$ cat config.mk
export PLATFORM = sky130hd
export DESIGN_NAME = inst_prefetch
export DESIGN_NICKNAME = d
export VERILOG_FILES = /design/src/rtl/inst_prefetch_pkg.sv /design/src/rtl/inst_prefetch_fifo.sv /design/src/rtl/inst_prefetch.sv
export SDC_FILE = /design/constraint.sdc
export NUM_CORES = 1
export LEC_CHECK = 0
export ABC_CLOCK_PERIOD_IN_PS = 7200
export CORE_ASPECT_RATIO = 1.5
export CORE_MARGIN = 4
export CORE_UTILIZATION = 64
export CTS_BUF_LIST = sky130_fd_sc_hd__clkbuf_2 sky130_fd_sc_hd__clkbuf_4 sky130_fd_sc_hd__clkbuf_8
export DETAILED_ROUTE_END_ITERATION = 16
export HOLD_SLACK_MARGIN = 0.06
export PLACE_DENSITY = 0.88
export SYNTH_ARGS = -nofsm -noshare
export SYNTH_HDL_FRONTEND = slang
export SYNTH_HIERARCHICAL = 1
export SYNTH_SLANG_ARGS = --single-unit
$ cat constraint.sdc
create_clock -name CLK -period 7.2 [get_ports CLK]
set_input_delay 1.44 -clock CLK [delete_from_list [all_inputs] [get_ports CLK]]
set_output_delay 1.44 -clock CLK [all_outputs]
set_load 0.02 [all_outputs]
$ cat src/rtl/inst_prefetch_pkg.sv
`default_nettype none
// ============================================================================
//  Module      : inst_prefetch_pkg
//  Description : Shared constants, counter-width helper and queue entry
//                layout for the LC3 prefetching instruction-fetch unit.
//  Revision    : 1.0 - initial release
// ============================================================================
package inst_prefetch_pkg;

    // LC3 user programs conventionally start at x3000
    localparam logic [15:0] LC3_RESET_PC = 16'h3000;

    // Counters must hold the value DEPTH itself, hence one bit over the index width
    function automatic int cnt_width(input int depth);
        return $clog2(depth) + 1;
    endfunction

    // Default-width layout of one queue entry: address of the word, then the word
    typedef struct packed {
        logic [15:0] pc;
        logic [15:0] instr;
    } lc3_entry_t;

endpackage : inst_prefetch_pkg
`default_nettype wire

$ cat src/rtl/inst_prefetch_fifo.sv
`default_nettype none
// ============================================================================
//  Module      : fetch_fifo
//  Description : Synchronous in-order queue with push, pop, flush and an
//                occupancy output. Storage is cleared on reset so the head
//                reads zero until the first push.
//  Revision    : 1.0 - initial release
// ============================================================================
module fetch_fifo
    import inst_prefetch_pkg::*;
#(
    parameter int WIDTH = 32,
    parameter int DEPTH = 4,
    localparam int PTR_W = $clog2(DEPTH),
    localparam int CNT_W = cnt_width(DEPTH)
) (
    input  logic             clk,
    input  logic             rst,
    input  logic             push,
    input  logic [WIDTH-1:0] push_data,
    input  logic             pop,
    input  logic             flush,
    output logic [WIDTH-1:0] head_data,
    output logic [CNT_W-1:0] count
);

    logic [WIDTH-1:0] mem_q [DEPTH];
    logic [WIDTH-1:0] mem_d [DEPTH];
    logic [PTR_W-1:0] wr_ptr_q, wr_ptr_d;
    logic [PTR_W-1:0] rd_ptr_q, rd_ptr_d;
    logic [CNT_W-1:0] count_q, count_d;

    // Next-state: flush empties the queue; otherwise push/pop move the pointers
    always_comb begin
        mem_d    = mem_q;
        wr_ptr_d = wr_ptr_q;
        rd_ptr_d = rd_ptr_q;
        count_d  = count_q;
        if (flush) begin
            wr_ptr_d = '0;
            rd_ptr_d = '0;
            count_d  = '0;
        end else begin
            if (push) begin
                mem_d[wr_ptr_q] = push_data;
                wr_ptr_d        = wr_ptr_q + 1'b1;
            end
            if (pop) begin
                rd_ptr_d = rd_ptr_q + 1'b1;
            end
            count_d = count_q + CNT_W'(push) - CNT_W'(pop);
        end
    end

    // State registers; pointers wrap naturally because DEPTH is a power of two
    always_ff @(posedge clk or posedge rst) begin
        if (rst) begin
            for (int i = 0; i < DEPTH; i++) begin
                mem_q[i] <= '0;
            end
            wr_ptr_q <= '0;
            rd_ptr_q <= '0;
            count_q  <= '0;
        end else begin
            mem_q    <= mem_d;
            wr_ptr_q <= wr_ptr_d;
            rd_ptr_q <= rd_ptr_d;
            count_q  <= count_d;
        end
    end

    assign head_data = mem_q[rd_ptr_q];
    assign count     = count_q;

endmodule : fetch_fifo
`default_nettype wire

$ cat src/rtl/inst_prefetch.sv
`default_nettype none
// ============================================================================
//  Module      : inst_prefetch
//  Description : Prefetching LC3 instruction-fetch unit. A fetch-PC counter
//                issues credit-limited requests, responses fill an in-order
//                queue, and decode drains it via valid/ready. Redirects flush
//                the queue and drop every response still in flight.
//  Revision    : 1.0 - initial release
// ============================================================================
module inst_prefetch
    import inst_prefetch_pkg::*;
#(
    parameter int                ADDR_W   = 16,
    parameter int                DATA_W   = 16,
    parameter int                DEPTH    = 4,
    parameter logic [ADDR_W-1:0] RESET_PC = ADDR_W'(LC3_RESET_PC)
) (
    input  logic              CLK,
    input  logic              RST,
    input  logic              REDIRECT,
    input  logic [ADDR_W-1:0] REDIRECT_PC,
    output logic              MEM_REQ,
    output logic [ADDR_W-1:0] MEM_ADDR,
    input  logic              MEM_GNT,
    input  logic              MEM_VALID,
    input  logic [DATA_W-1:0] MEM_DATA,
    output logic              IR_VALID,
    output logic [DATA_W-1:0] IR,
    output logic [ADDR_W-1:0] IR_PC,
    input  logic              IR_READY
);

    localparam int CNT_W   = cnt_width(DEPTH);
    localparam int ENTRY_W = ADDR_W + DATA_W;

    logic [ADDR_W-1:0]  fetch_pc_q, fetch_pc_d;
    logic [ADDR_W-1:0]  resp_pc_q, resp_pc_d;
    logic [CNT_W-1:0]   outstanding_q, outstanding_d;
    logic [CNT_W-1:0]   discard_q, discard_d;

    logic [CNT_W-1:0]   w_occupancy;
    logic [CNT_W:0]     w_inflight;
    logic               w_credit;
    logic               w_issue;
    logic               w_push;
    logic               w_pop;
    logic [ENTRY_W-1:0] w_head;

    // Queue slots already spoken for: filled entries plus responses on their way
    assign w_inflight = {1'b0, w_occupancy} + {1'b0, outstanding_q};
    assign w_credit   = w_inflight < (CNT_W + 1)'(DEPTH);

    assign MEM_REQ  = !RST && !REDIRECT && w_credit;
    assign MEM_ADDR = fetch_pc_q;
    assign w_issue  = MEM_REQ && MEM_GNT;

    assign IR_VALID = (w_occupancy != '0) && !REDIRECT;
    assign w_pop    = IR_VALID && IR_READY;

    // Next-state for fetch/response PCs and the in-flight bookkeeping; redirect wins
    always_comb begin
        fetch_pc_d    = fetch_pc_q;
        resp_pc_d     = resp_pc_q;
        discard_d     = discard_q;
        w_push        = 1'b0;
        outstanding_d = outstanding_q + CNT_W'(w_issue) - CNT_W'(MEM_VALID);
        if (REDIRECT) begin
            fetch_pc_d = REDIRECT_PC;
            resp_pc_d  = REDIRECT_PC;
            // Everything still in flight belongs to the abandoned stream
            discard_d  = outstanding_d;
        end else begin
            if (w_issue) begin
                fetch_pc_d = fetch_pc_q + 1'b1;
            end
            if (MEM_VALID) begin
                if (discard_q != '0) begin
                    discard_d = discard_q - 1'b1;
                end else begin
                    w_push    = 1'b1;
                    resp_pc_d = resp_pc_q + 1'b1;
                end
            end
        end
    end

    // State registers
    always_ff @(posedge CLK or posedge RST) begin
        if (RST) begin
            fetch_pc_q    <= RESET_PC;
            resp_pc_q     <= RESET_PC;
            outstanding_q <= '0;
            discard_q     <= '0;
        end else begin
            fetch_pc_q    <= fetch_pc_d;
            resp_pc_q     <= resp_pc_d;
            outstanding_q <= outstanding_d;
            discard_q     <= discard_d;
        end
    end

    fetch_fifo #(
        .WIDTH (ENTRY_W),
        .DEPTH (DEPTH)
    ) u_fifo (
        .clk       (CLK),
        .rst       (RST),
        .push      (w_push),
        .push_data ({resp_pc_q, MEM_DATA}),
        .pop       (w_pop),
        .flush     (REDIRECT),
        .head_data (w_head),
        .count     (w_occupancy)
    );

    assign IR_PC = w_head[ENTRY_W-1:DATA_W];
    assign IR    = w_head[DATA_W-1:0];

endmodule : inst_prefetch
`default_nettype wire

==> metrics <==
Antenna Nets Post-Route=0; RSZ-0062 raised after global routing=no; Inserted Clock Buffers=17; Clock Sinks=173; slowest cell on the critical path=clkdlybuf4s50_1; share of cells above drive strength 1=30.7%; Clock Skew=between 10 and 15 ps; Port Buffers=87; Layout Cell Area excl Fill=0.00990 mm²; vias in the first global route=5913; Crit path top cell by count=clkdlybuf4s50_1; critical path depth=4; die height=about 150 µm; vias=5272; area grow syn2layout=14.9%; CTS root buf=clkbuf_8; post-synth cell types=52; worst path bufs/invs=2; Register Area=between 0.004 and 0.005 mm²; initial antenna violation count=0; placed insts=809; Max FO, Critical Path=3; DIE AREA=0.0154 mm²; status=finished clean; synthesized area=0.00861 mm²; Setup TNS Final=0 ps; reg2reg start=outstanding_q[2]; overall routing resource usage=26.4%; DR WL/cell=~23 µm; die width=103 µm; setup bufs post-CTS=0; ys flop type=dfrtp_1; total power=between 2 and 3 mW; post-synthesis sequential area ratio=approximately half; gpl congestion=~0.90; FILL cells=767; DR iter-0 viols=350; nets@finish=723; Finished Layout Cells=840; # IOs=88; WP data arrival=3140 ps; flops & latches, synth=between 150 and 200; Clk Latency, worst-skew pair=about 450 ps; initial core utilization=65.9%; Worst Setup EP=MEM_REQ; CP delay by family, top=buffers and inverters; r2r worst-path depth=12; reg-to-reg endpoint=discard_q[2]; Fmax=about 0.22 GHz; row count=51; number of flops mapped to enable cells by yosys=0; largest net degree at the start of global routing=84; Synth Warn #=6; Tmin final=4580 ps; max-cap violations=0; Core Area=roughly 0.013 mm²; Worst R2R Setup Slack=3740 ps; final hold viol count=0; H-tree levels=4; CP Data Required Time=5760 ps; element type at the critical path end=output pin; detailed placer's ending HPWL=roughly 12000 µm; Synth Net Count=645; Async SR Flop Fraction=100%; Worst Max-Slew Pin Slew=1080 ps; syn avg cell area=14.6 µm²; CP peak stage delay=600 ps; multi-input logic area=between 0.003 and 0.004 mm²; Max clock buf depth=2; VDD IR max=0.214 mV; Slew HR=between 20% and 30%; critical path class=in2out; ant diodes=0; sequence of cells on the critical path=clkdlybuf4s50_1, nor4_1, and3_1, clkdlybuf4s50_1; Pleak=4.71 nW; critical path launch point type=primary input; Period Utilization, post-route=a little under two thirds; DRC violations left=0; clock transition at the registers of the reported paths=about 90 ps; Mapped Cells=591; PwrDens=299 mW/mm²; final global-route overflow total=0; Hold Buf Count CTS=0; Worst Hold Class=reg2reg; first-pass GRT wire length=31300 µm; endpoints failing setup=0; CTS tree=done; Pins Over Slew Limit=0; Resize count post-CTS=0; vias per cell=around 6.3; final WL=19000 µm; DP Area=0.00948 mm²; drt pass-1 iters=4; worst setup path startpoint=REDIRECT
==> Yosys cell counts, drive strengths merged (2+ instances only) <==
master / instances / area, µm²
dfstp: 4 / 105
o31ai: 4 / 30.0
and4: 3 / 26.3
mux2i: 2 / 20.0
xor2: 6 / 52.6
mux2: 128 / 1780
a21oi: 10 / 50.1
and3: 5 / 31.3
o211ai: 5 / 37.5
nor3b: 3 / 22.5
fa: 2 / 40.0
a31oi: 9 / 56.3
mux4: 32 / 721
o21ai: 14 / 70.1
buf: 22 / 208
clkbuf: 11 / 41.3
ha: 14 / 175
nand4: 8 / 56.3
or4: 7 / 52.6
nand3b: 6 / 108
nor4: 3 / 18.8
xnor2: 9 / 78.8
nor3: 6 / 30.0
or3: 8 / 50.1
inv: 24 / 90.1
o21bai: 4 / 30.0
dfrtp: 169 / 4230
a221o: 5 / 50.1
nand3: 14 / 70.1
nor2: 16 / 60.1
nand2: 23 / 86.3
nor2b: 2 / 12.5
==> worst min-delay path by stage <==
| stage | cells after the start | from | to | slack, ps |
|---|---|---|---|---|
| final | 1 | u_fifo/mem_q[102] | u_fifo/mem_q[102] | 510 |
| after global routing | 1 | u_fifo/mem_q[116] | u_fifo/mem_q[116] | 530 |
| after CTS | 1 | u_fifo/mem_q[120] | u_fifo/mem_q[120] | 510 |
| after detailed placement | 1 | u_fifo/mem_q[101] | u_fifo/mem_q[101] | 490 |
| after global placement | 1 | u_fifo/mem_q[127] | u_fifo/mem_q[127] | 470 |
| after floorplan | 1 | u_fifo/mem_q[120] | u_fifo/mem_q[120] | 460 |
==> per-layer routing <==
layer	vias up	track usage (%)	routed length (µm)
met5	-	0	0
met4	0	8.43	394
met3	38	4.91	884
met2	182	46.4	10300
met1	2728	32.8	7340
li1	2324	-	-
==> cell families after synthesis <==
kind of cell	Yosys count	share of synthesized area [%]
AOI/OAI and AO/OA	59	4.58
xor gates and xnor gates	16	1.79
adders and majority gates	16	2.50
buffers and inverters	57	3.94
DFF	173	50.3
muxes	162	29.3
and+or+nand+nor	108	7.64
==> state kept, by name (all words and copies together), names as in the netlist <==
register         count
u_fifo/wr_ptr_q      2
u_fifo/mem_q       128
outstanding_q        3
u_fifo/rd_ptr_q      2
MEM_ADDR            16
discard_q            3
resp_pc_q           16
u_fifo/count         3
==> layout make-up <==
| class | instances | area share (%) |
|---|---|---|
| multi-input cells | 361 | 39.8 |
| clock buffers | 19 | 2.64 |
| flip-flops and latches | 173 | 43.8 |
| repair buffers | 92 | 9.17 |
| inverters | 24 | 0.935 |
| clock inverters | 12 | 1.66 |
| well taps | 159 | 2.01 |
==> cell usage in the layout (no fill, tap or decap), drive strengths merged, types with 7 or more instances in the layout <==
cell / instances
a21oi: 10
a31oi: 9
clkbuf: 19
clkdlybuf4s50: 87
dfrtp: 169
ha: 14
inv: 25
mux2: 128
mux4: 32
nand2: 23
nand3: 14
nand4: 8
nor2: 16
o21ai: 14
or3: 8
or4: 7
xnor2: 9
==> where the power goes <==
| part | switching (mW) | internal [mW] | leakage, nW |
|---|---|---|---|
| clock | 0.356 | 0.363 | 0.201 |
| sequential | 0.137 | 1.13 | 2.28 |
| combinational | 0.447 | 0.527 | 2.24 |
==> stage by stage <==
| stage | util, % | hold slack [ps] | setup slack [ps] |
|---|---|---|---|
| floorplan | - | 459 | 2150 |
| global placement | 72.4 | 470 | 2680 |
| detailed placement | 72.4 | 490 | 2590 |
| CTS | 75.7 | 511 | 2600 |
| global route | 75.7 | 526 | 2570 |
| finish | 75.7 | 507 | 2620 |
No activity file was read; power rests on OpenSTA's default activity.
